File: config.mk
export PLATFORM = sky130hd
export DESIGN_NAME = fifo_rd_prefetch
export DESIGN_NICKNAME = d
export VERILOG_FILES = /design/src/rtl/fifo_rd_prefetch.sv
export SDC_FILE = /design/constraint.sdc
export NUM_CORES = 1
export LEC_CHECK = 0
export CORE_MARGIN = 2
export CORE_UTILIZATION = 25
export DETAILED_ROUTE_END_ITERATION = 8
export PLACE_DENSITY = 0.48
export SLEW_MARGIN = 20
export SYNTH_ARGS = -nofsm -noshare
export SYNTH_HDL_FRONTEND = slang
export SYNTH_SLANG_ARGS = --single-unit
File: constraint.sdc
create_clock -name rclk -period 1.2 [get_ports rclk]
set_input_delay 0.24 -clock rclk [delete_from_list [all_inputs] [get_ports rclk]]
set_output_delay 0.24 -clock rclk [all_outputs]
set_load 0.02 [all_outputs]
File: src/rtl/fifo_rd_prefetch.sv
// Read-side prefetch stage: rempty/rinc pop port to a registered FWFT valid/ready stream.
// Optional FIFO_RD_PARITY_EN adds out_par, even parity carried alongside each word.
module fifo_rd_prefetch #(
  parameter int DSIZE = 8
) (
  input  logic             rclk,
  input  logic             rrst,
  input  logic             rempty,
  input  logic [DSIZE-1:0] rdata,
  output logic             rinc,
  input  logic             rflush,
  output logic             out_valid,
  input  logic             out_ready,
  output logic [DSIZE-1:0] out_data,
`ifdef FIFO_RD_PARITY_EN
  output logic             out_par,
`endif
  output logic [1:0]       buf_cnt
);

  typedef enum logic [1:0] {
    EMPTY = 2'd0,
    ONE   = 2'd1,
    TWO   = 2'd2
  } state_e;

  state_e           state_q, state_d;
  logic [DSIZE-1:0] head_q, head_d;
  logic [DSIZE-1:0] skid_q, skid_d;
  logic             push, pop;

  // pop request depends on registered state only, never on out_ready
  always_comb begin
    push = ~rrst & ~rempty & ~rflush & (state_q != TWO);
    pop  = out_valid & out_ready;
    rinc = push;
  end

  assign out_valid = (state_q != EMPTY);
  assign out_data  = head_q;
  assign buf_cnt   = state_q;

  // next-state and data movement between rdata, skid and head
  always_comb begin
    state_d = state_q;
    head_d  = head_q;
    skid_d  = skid_q;
    if (rflush) begin
      state_d = EMPTY;
    end else begin
      unique case (state_q)
        EMPTY: begin
          if (push) begin
            head_d  = rdata;
            state_d = ONE;
          end
        end
        ONE: begin
          if (push && pop) begin
            head_d = rdata;
          end else if (push) begin
            skid_d  = rdata;
            state_d = TWO;
          end else if (pop) begin
            state_d = EMPTY;
          end
        end
        TWO: begin
          if (pop) begin
            head_d  = skid_q;
            state_d = ONE;
          end
        end
        default: state_d = EMPTY;
      endcase
    end
  end

  // state and data registers
  always_ff @(posedge rclk) begin
    if (rrst) begin
      state_q <= EMPTY;
      head_q  <= '0;
      skid_q  <= '0;
    end else begin
      state_q <= state_d;
      head_q  <= head_d;
      skid_q  <= skid_d;
    end
  end

`ifdef FIFO_RD_PARITY_EN
  logic head_par_q, head_par_d;
  logic skid_par_q, skid_par_d;

  // parity follows the same moves as the data words
  always_comb begin
    head_par_d = head_par_q;
    skid_par_d = skid_par_q;
    if (!rflush) begin
      unique case (state_q)
        EMPTY: if (push) head_par_d = ^rdata;
        ONE: begin
          if (push && pop) head_par_d = ^rdata;
          else if (push)   skid_par_d = ^rdata;
        end
        TWO: if (pop) head_par_d = skid_par_q;
        default: ;
      endcase
    end
  end

  // parity registers
  always_ff @(posedge rclk) begin
    if (rrst) begin
      head_par_q <= 1'b0;
      skid_par_q <= 1'b0;
    end else begin
      head_par_q <= head_par_d;
      skid_par_q <= skid_par_d;
    end
  end

  assign out_par = head_par_q;
`endif

endmodule

Word-level counts from Yosys, hierarchy flattened:

Cells that the tools add are included.

* eq/ne operators: 8
* mux-type cells: 10
* bitwise operators: 8
* reductions and logical operators: 8

Operators by type and width (number)
* $mux 8: 3
* $pmux 8 s3: 1
* $mux 2: 5
* $ne 2x2->1 const B: 5
* $reduce_and 4->1: 2
* $pmux 2 s3: 1
* $reduce_and 5->1: 1
* $and 1x1->1: 4
* $not 1->1: 4
* $ne 3x3->1 const B: 1
* $reduce_bool 3->1: 1
* $eq 2x1->1 const B: 1
* $eq 2x2->1 const B: 1
* $logic_not 2->1: 1
* $reduce_bool 2->1: 1
* $reduce_or 2->1: 1
* $logic_and 1x1->1: 1

* bits in registers: 18
* input bits: 13
* output and inout bits: 12

Depth between registers and ports, before layout:

Gate-level depths: netlist of the first run.

* depth after elaboration: 7
* depth in mapped cells: 5
* gate-level depth less buffers: 3

Worst setup path before layout of the first run:

No wires, ideal clock.

* path kind: flip-flop to flip-flop
* from: register state_q[1] (netlist: buf_cnt[1])
* to: register head_q[0] (netlist: out_data[0])
* library setup time: 134 ps
* data arrival time: 1281 ps
* path slack: -216 ps
* cell stages (with the launch flop): 5
* buffers on the path: 1
* period minus slack after synthesis: 1416 ps
* path through: dfxtp_1 > buf_6 > nor4_4 > a21o_4 > a211oi_2

* word-level cells in the longest chain between the ends: 5
* elaborated cells on any way between the ends: 14
* those cells by class: eq/ne (6); mux (1); bitwise (2); reduce/logical (5)

RTL lines
* start, declared: line 27 `state_e state_q, state_d;`
* start signal, assigned: line 86 `state_q <= state_d;`
* $ne 2x2->1 / $reduce_bool 2->1 (equally long branches): line 34, 39
* $and 1x1->1, on equally long branches: line 34, 35
* $logic_and 1x1->1: line 59 `if (push && pop) begin`
* $ne 2x2->1 (no source line)
* $reduce_and 5->1 (no source line)
* end signal, assigned: line 83 `head_q <= '0;`
* end signal, assigned: line 87 `head_q <= head_d;`
* end, declared: line 28 `logic [DSIZE-1:0] head_q, head_d;`

Parallel ways exist; a longest one is shown, timed or not.
A chain may end at the register's enable or synchronous reset.

Worst setup path after layout of the first run:

* from: register state_q[1] (netlist: buf_cnt[1])
* to: register head_q[4] (netlist: out_data[4])

The elaborated chain is that of the path after synthesis.

==> impl_metrics.prom, run 1 <==
# TYPE chip_impl_metric gauge
chip_impl_metric{name="dieArea",unit="um2"} 4260
chip_impl_metric{name="min_period_over_period",unit=""} 1.09
chip_impl_metric{name="synth-edff-count",unit=""} 0
chip_impl_metric{name="postSynthRegisterBits",unit=""} 18
chip_impl_metric{name="slew_at_the_pin_closest_to_its_max_slew_limit",unit="ns"} 0.279
chip_impl_metric{name="post_syn_area_per_cell",unit="um2"} 9.89
chip_impl_info{name="crit_path_start_kind",value="flip-flop"} 1
chip_impl_info{name="synth_ff_type",value="dfxtp_1"} 1
chip_impl_metric{name="final.setup.worst_slack",unit="ns"} -0.113
chip_impl_info{name="yosys.cell_count.top_type",value="dfxtp_1"} 1
chip_impl_metric{name="global_route_wire_length_before_repair",unit="um"} 4230
chip_impl_metric{name="synthesis.nets",unit=""} 108
chip_impl_metric{name="globalRouteOverflowTotal",unit=""} 0
chip_impl_metric{name="die_width",unit="um"} 65.3
chip_impl_metric{name="timing.final.crit_period",unit="ns"} 1.31
chip_impl_metric{name="antenna_cells_inserted",unit=""} 0
chip_impl_metric{name="initialDrtViolationCount",unit=""} 19
chip_impl_metric{name="setup_viols_final",unit=""} 21
chip_impl_metric{name="synth-seq-area-share",unit=""} 0.383
chip_impl_metric{name="skew",unit="ns"} 0.00406
chip_impl_metric{name="maxSlewViolCount",unit=""} 0
chip_impl_metric{name="rr_worst_depth",unit=""} 5
chip_impl_metric{name="power_leakage",unit="uW"} 0.000570
chip_impl_info{name="crit-reg2reg-launch",value="buf_cnt[1]"} 1
chip_impl_metric{name="path_clk_slew",unit="ns"} 0.08
chip_impl_metric{name="drtPass1Iterations",unit=""} 4
chip_impl_metric{name="dr_total_vias",unit=""} 859
chip_impl_metric{name="dpl_worst_slack",unit="ns"} -0.719
chip_impl_metric{name="floorplan.io_pins",unit=""} 25
chip_impl_info{name="root_buffer_master",value="clkbuf_8"} 1
chip_impl_info{name="netlist_top_cells_area",value="dfxtp_1 (38%), a211oi_2 (11%), mux2i_1 (8.5%)"} 1
chip_impl_info{name="worst_setup_path_startpoint",value="buf_cnt[1]"} 1
chip_impl_metric{name="fraction_of_final_layout_cells_sized_beyond_drive_strength_1",unit=""} 0.421
chip_impl_metric{name="grt_use_met1",unit=""} 0.171
chip_impl_info{name="critical_path.reg2reg.endpoint",value="out_data[4]"} 1
chip_impl_metric{name="globalRouteMet2Util",unit=""} 0.217
chip_impl_metric{name="row_count",unit=""} 22
chip_impl_metric{name="antenna_violating_nets_post_route",unit=""} 0
chip_impl_info{name="crit_end",value="out_data[4]"} 1
chip_impl_metric{name="worst-endpoint-required",unit="ns"} 1.38
chip_impl_metric{name="largest_net_degree_at_the_start_of_global_routing",unit=""} 14
chip_impl_metric{name="vias_in_the_first_global_route",unit=""} 910
chip_impl_metric{name="setup_slack_on_the_worst_flop_to_flop_path",unit="ns"} -0.11
chip_impl_info{name="outcome",value="complete, but fails checks"} 1
chip_impl_metric{name="cts_inserted_buffers",unit=""} 3
chip_impl_info{name="end_kind",value="flip-flop"} 1
chip_impl_metric{name="initial_antenna_violation_count",unit=""} 0
chip_impl_metric{name="layout-area-overhead-vs-synth",unit="%"} 55.4
chip_impl_metric{name="holdWs",unit="ns"} 0.465
chip_impl_info{name="tritoncts",value="yes"} 1
chip_impl_info{name="grt_busiest_layer",value="met2"} 1
chip_impl_info{name="hold_path_class",value="flip-flop to flip-flop"} 1
chip_impl_metric{name="post_drt_via_cell_ratio",unit=""} 4.75
chip_impl_metric{name="post-route-drc-count",unit=""} 0
chip_impl_metric{name="fillCellCount",unit=""} 374
chip_impl_metric{name="floorplan.initialDensity",unit=""} 0.259
chip_impl_metric{name="synthCells",unit=""} 95
chip_impl_info{name="synth_area_leader_cell",value="dfxtp_1"} 1
chip_impl_info{name="top_cells_by_count_synth",value="dfxtp_1 (18), a21oi_1 (10)"} 1
chip_impl_metric{name="grt.met3_usage",unit=""} 0.0205
chip_impl_metric{name="syn_area",unit="um2"} 940
chip_impl_metric{name="routedWlPerCell",unit="um"} 14.5
chip_impl_metric{name="gp_congestion",unit=""} 0.773
chip_impl_metric{name="place.port_buffers",unit=""} 24
chip_impl_metric{name="critPathArrivalTime",unit="ns"} 1.49
chip_impl_metric{name="power-per-cell-area",unit="nW/um2"} 964
chip_impl_metric{name="ir_drop",unit="V"} 0.000385
chip_impl_metric{name="source_to_sink_clock_delay_at_the_later_pin_of_the_worst_skew_pair",unit="ns"} 0.25
chip_impl_metric{name="hold_viol",unit=""} 0
chip_impl_metric{name="coreArea",unit="um2"} 3630
chip_impl_metric{name="yosys_warnings",unit=""} 0
chip_impl_metric{name="asyncSetResetFlopFracSynth",unit=""} 0
chip_impl_metric{name="area_share_of_the_largest_cell_type_after_synthesis",unit=""} 0.383
chip_impl_metric{name="timing.fmax",unit="MHz"} 761
chip_impl_metric{name="hold_buffers",unit=""} 0
chip_impl_metric{name="grt_use_total",unit=""} 0.130
chip_impl_metric{name="clock-sinks",unit=""} 18
chip_impl_metric{name="total_routed_wirelength",unit="um"} 2630
chip_impl_metric{name="drv_cap",unit=""} 0
chip_impl_metric{name="die_h",unit="um"} 65.3
chip_impl_metric{name="clock_tree.htree_level_count",unit=""} 1
chip_impl_metric{name="dpl.hpwl",unit="um"} 1850
chip_impl_metric{name="layout_net_count",unit=""} 147
chip_impl_metric{name="worst_slew_margin_rel",unit=""} 0.809
chip_impl_info{name="timing.setup.critical_path_class",value="flip-flop to flip-flop"} 1
chip_impl_metric{name="whs_path_depth",unit=""} 2
chip_impl_metric{name="ys_types",unit=""} 26
chip_impl_metric{name="crit_path_max_fanout",unit=""} 8
chip_impl_metric{name="cts-root-to-sink-buffers",unit=""} 2
chip_impl_info{name="failing_checks",value="negative setup slack"} 1
chip_impl_info{name="rsz_0062_raised_after_global_routing",value="true"} 1
[registers in the layout, indices dropped and copies added (netlist names)]
register  flops
skid_q        8
buf_cnt       2
out_data      8
[worst max-delay path, stage by stage (launching register included)]
cell      delay, ns
dfxtp_4        0.36
buf_6          0.13
nor4bb_4       0.15
buf_4          0.16
a21o_4         0.23
a211oi_2       0.21
[routing by layer]
layer	vias up	wire length [um]
met3	2	41
met1	397	1280
met5	-	0
li1	443	-
met4	0	33
met2	17	1280
[final cells by class]
type / instances / area [um2] / area share
Multi-Input combinational cell: 69 / 602 / 0.412
Timing Repair Buffer: 42 / 378 / 0.259
Sequential cell: 18 / 365 / 0.250
Tap cell: 48 / 60.1 / 0.0411
Clock buffer: 4 / 55.1 / 0.0377
[metrics by stage]
stage	total power (uW)	setup TNS [ns]	util	cells	cell area [um2]
floorplan	766	-1.07	-	95	965
global placement	898	-11.88	0.360	172	1310
detailed placement	903	-12.27	0.360	172	1310
CTS	1400	-1.90	0.385	179	1400
global route	1480	-2.66	0.402	181	1460
finish	1410	-1.57	0.402	181	1460
[where the power goes]
| group | leakage, uW | internal [uW] | switching, uW |
|---|---|---|---|
| clock | 0.0000288 | 291 | 217 |
| sequential | 0.000147 | 613 | 10.2 |
| combinational | 0.000393 | 133 | 141 |
| total | 0.000570 | 1040 | 369 |
[cells in the final DEF, fill, tap and decap left out]
cell type,count
buf_2,2
dfxtp_2,1
a211oi_1,8
a21o_4,1
nand3_1,8
clkbuf_2,1
clkdlybuf4s50_1,8
nand2b_1,3
nand2_1,1
o21a_1,1
a21oi_1,9
nand3b_1,1
clkbuf_8,4
nor2_1,1
nor4bb_4,1
clkdlybuf4s15_1,7
o21ai_2,8
nor3_4,1
a21oi_2,1
mux2i_1,8
nor4_4,1
dfxtp_4,1
or3b_4,1
nor3b_2,1
or2_2,2
a211oi_2,8
dlygate4sd2_1,5
buf_6,7
buf_4,12
dfxtp_1,16
a2111oi_2,1
or3b_1,1
or3_4,1
and2_2,1
[how the worst min path moves through the flow]
stage | start | to
after floorplan | out_ready | buf_cnt[1]
after global placement | skid_q[7] | skid_q[7]
after detailed placement | skid_q[5] | skid_q[5]
after CTS | skid_q[7] | skid_q[7]
after global routing | skid_q[5] | skid_q[5]
final | skid_q[7] | skid_q[7]
[logic make-up (layout without fill, tap and decap cells)]
group / count (synthesis) / after routing / synth area share
AND/OR/NAND/NOR: 24 / 24 / 0.181
buffers and inverters: 8 / 46 / 0.0439
multiplexers: 8 / 8 / 0.0852
flip-flops: 18 / 18 / 0.383
AO/OA/AOI/OAI: 37 / 37 / 0.306
[what timing repair did]
action                                  in CTS  in global routing
gates cloned                                 2                  0
gates resized for setup                     37                 21
endpoints found under the setup margin      30                 27
pin swaps                                    3                  3
hold endpoints to repair                     0                  0
setup buffers                                1                  2
Power figures use the tool's default switching activity.
==> run 2, diff against run 1 <==
--- a/config.mk
+++ b/config.mk
@@ -6,9 +6,9 @@
 export NUM_CORES = 1
 export LEC_CHECK = 0
 export CORE_MARGIN = 2
-export CORE_UTILIZATION = 25
+export CORE_UTILIZATION = 40
 export DETAILED_ROUTE_END_ITERATION = 8
-export PLACE_DENSITY = 0.48
+export PLACE_DENSITY = 0.71
 export SLEW_MARGIN = 20
 export SYNTH_ARGS = -nofsm -noshare
 export SYNTH_HDL_FRONTEND = slang
==> run 2 against run 1 <==
  * The flow still finishes with violations (negative setup slack)
  * Final cell count is 10% lower
  * Clock power is 27% lower
  * Sequential share of layout area is 0.75 points higher
  * Power is 9.8% lower
  * Die area is 35% lower
  * Wire length is 0.38% higher
  * Sequential power hardly changed
  * Flip-flop and latch count stayed put
  * Largest cell class unchanged
==> impl_metrics.prom, run 2 (synthesis results as in run 1) <==
# TYPE chip_impl_metric gauge
chip_impl_info{name="outcome",value="complete, but fails checks"} 1
chip_impl_info{name="failing_checks",value="negative setup slack"} 1
chip_impl_metric{name="post_drt_via_cell_ratio",unit=""} 5.67
chip_impl_metric{name="worst_slew_margin_rel",unit=""} 0.793
chip_impl_metric{name="global_route_wire_length_before_repair",unit="um"} 4160
chip_impl_info{name="min_delay_worst_endpoint",value="buf_cnt[1]"} 1
chip_impl_metric{name="die_width",unit="um"} 52.5
chip_impl_metric{name="tns",unit="ns"} -1.96
chip_impl_metric{name="whs_path_depth",unit=""} 2
chip_impl_metric{name="power-per-cell-area",unit="nW/um2"} 896
chip_impl_metric{name="antenna_violating_nets_post_route",unit=""} 0
chip_impl_metric{name="floorplan.initialDensity",unit=""} 0.425
chip_impl_metric{name="initial_antenna_violation_count",unit=""} 0
chip_impl_metric{name="floorplan.io_pins",unit=""} 25
chip_impl_info{name="crit-reg2reg-launch",value="buf_cnt[0]"} 1
chip_impl_info{name="root_buffer_master",value="clkbuf_4"} 1
chip_impl_metric{name="vias_in_the_first_global_route",unit=""} 948
chip_impl_metric{name="min_period_over_period",unit=""} 1.12
chip_impl_metric{name="timing.final.crit_period",unit="ns"} 1.34
chip_impl_metric{name="row_count",unit=""} 17
chip_impl_metric{name="timing.fmax",unit="MHz"} 746
chip_impl_metric{name="drv_cap",unit=""} 0
chip_impl_metric{name="clock_tree.htree_level_count",unit=""} 1
chip_impl_metric{name="layout_net_count",unit=""} 148
chip_impl_info{name="most_frequent_standard_cell_in_the_layout_excluding_fill_and_tap_cells",value="dfxtp_1"} 1
chip_impl_metric{name="die_h",unit="um"} 52.5
chip_impl_metric{name="path_clk_slew",unit="ns"} 0.10
chip_impl_metric{name="fraction_of_final_layout_cells_sized_beyond_drive_strength_1",unit=""} 0.530
chip_impl_metric{name="total_routed_wirelength",unit="um"} 2640
chip_impl_metric{name="worst-endpoint-required",unit="ns"} 0.96
chip_impl_metric{name="antenna_cells_inserted",unit=""} 0
chip_impl_info{name="end_kind",value="primary output"} 1
chip_impl_info{name="min_from",value="out_ready"} 1
chip_impl_metric{name="maxSlewViolCount",unit=""} 0
chip_impl_metric{name="layoutNonFillerInstCount",unit=""} 162
chip_impl_info{name="rsz_0062_raised_after_global_routing",value="true"} 1
chip_impl_info{name="hold_path_class",value="primary input to flip-flop"} 1
chip_impl_metric{name="setup_slack_on_the_worst_flop_to_flop_path",unit="ns"} -0.13
chip_impl_info{name="critical_path.reg2reg.endpoint",value="out_data[7]"} 1
chip_impl_metric{name="gp_congestion",unit=""} 0.720
chip_impl_metric{name="hold_buffers",unit=""} 0
chip_impl_metric{name="cts_inserted_buffers",unit=""} 3
chip_impl_metric{name="post-route-drc-count",unit=""} 0
chip_impl_metric{name="ir_drop",unit="V"} 0.000618
chip_impl_metric{name="dr_total_vias",unit=""} 919
chip_impl_metric{name="place_inst",unit=""} 151
chip_impl_metric{name="grt_use_total",unit=""} 0.211
chip_impl_metric{name="cts-root-to-sink-buffers",unit=""} 2
chip_impl_info{name="timing.setup.critical_path_class",value="flip-flop to primary output"} 1
chip_impl_metric{name="hold_viol",unit=""} 0
chip_impl_metric{name="globalRouteOverflowTotal",unit=""} 0
chip_impl_metric{name="coreArea",unit="um2"} 2210
chip_impl_metric{name="rr_worst_depth",unit=""} 5
chip_impl_metric{name="setup_viols_final",unit=""} 20
chip_impl_metric{name="source_to_sink_clock_delay_at_the_later_pin_of_the_worst_skew_pair",unit="ns"} 0.29
chip_impl_metric{name="skew",unit="ns"} 0.00528
chip_impl_metric{name="dpl.hpwl",unit="um"} 1720
chip_impl_metric{name="dieArea",unit="um2"} 2750
chip_impl_metric{name="layout-area-overhead-vs-synth",unit="%"} 50.9
chip_impl_info{name="crit_path_start_kind",value="flip-flop"} 1
chip_impl_metric{name="largest_net_degree_at_the_start_of_global_routing",unit=""} 12
chip_impl_metric{name="power_leakage",unit="uW"} 0.000570
chip_impl_metric{name="final.setup.worst_slack",unit="ns"} -0.140
chip_impl_metric{name="fillCellCount",unit=""} 199
chip_impl_info{name="tritoncts",value="yes"} 1
chip_impl_info{name="most-common-layout-cells",value="dfxtp_1 (16), buf_4 (13), a211oi_2 (10)"} 1
chip_impl_metric{name="crit_path_max_fanout",unit=""} 4
chip_impl_metric{name="initialDrtViolationCount",unit=""} 6
chip_impl_metric{name="routedWlPerCell",unit="um"} 16.3
chip_impl_metric{name="clock-sinks",unit=""} 18
chip_impl_metric{name="drtPass1Iterations",unit=""} 4
chip_impl_metric{name="place.port_buffers",unit=""} 24
chip_impl_metric{name="slew_at_the_pin_closest_to_its_max_slew_limit",unit="ns"} 0.311
chip_impl_metric{name="critPathArrivalTime",unit="ns"} 1.10
==> run 2: changes by cell type in the layout (fill, tap and decap cells not counted), moves of 3 or more <==
| cell | change |
|---|---|
| clkbuf_8 | -3 |
| clkdlybuf4s15_1 | -7 |
| clkbuf_2 | +4 |
| buf_2 | +4 |
| clkbuf_4 | +3 |
==> run 2: worst max path at each step <==
stage	slack [ns]	endpoint	startpoint
2_1_floorplan	-0.09	skid_q[0]	buf_cnt[1]
3_3_place_gp	-0.69	rinc	rempty
3_5_place_dp	-0.74	out_data[7]	rflush
4_1_cts	-0.16	out_data[7]	buf_cnt[1]
5_1_grt	-0.22	out_data[7]	buf_cnt[0]
6_report	-0.14	rinc	buf_cnt[0]
==> run 2: timing repair <==
action | 4_1_cts | 5_1_grt
buffers inserted | 5 | 0
cloned | 2 | 0
setup endpoints to repair | 29 | 30
pin swaps | 5 | 11
resized for setup | 58 | 21
==> run 2: layer usage <==
layer,global-route usage,up-vias,wire (um)
li1,-,445,-
met5,0,-,0
met1,0.228,443,1060
met2,0.390,27,1420
met3,0.0600,4,144
met4,0.0684,0,14
==> run 2: critical path, stage by stage, from the launching register on <==
cell and delay (ns):
dfxtp_2 0.35, nand2b_1 0.15, and2_2 0.16, buf_2 0.15
==> run 2: report_power, final <==
| group | total (uW) | internal (uW) | leakage (uW) | switching (uW) |
|---|---|---|---|---|
| logic | 273 | 129 | 0.000401 | 144 |
| clock network | 372 | 185 | 0.0000210 | 187 |
| registers | 625 | 614 | 0.000147 | 11.6 |
==> run 2: cell type report <==
class                      instances  area [um2]  area share
sequential                        18         365       0.258
multi-input combinational         69         634       0.447
clock buffer                       4        36.3      0.0256
tap                               28        35.0      0.0247
timing repair buffer              43         347       0.244
==> run 2: per-stage QoR <==
step | util | total power [uW] | setup slack [ns] | instance area, um2 | hold WS (ns)
finish | 0.641 | 1270 | -0.140 | 1420 | 0.427
global route | 0.641 | 1330 | -0.219 | 1420 | 0.429
CTS | 0.644 | 1270 | -0.162 | 1420 | 0.425
detailed placement | 0.577 | 897 | -0.740 | 1280 | 0.474
global placement | 0.577 | 890 | -0.689 | 1280 | 0.465
floorplan | - | 766 | -0.0908 | 965 | 0.300
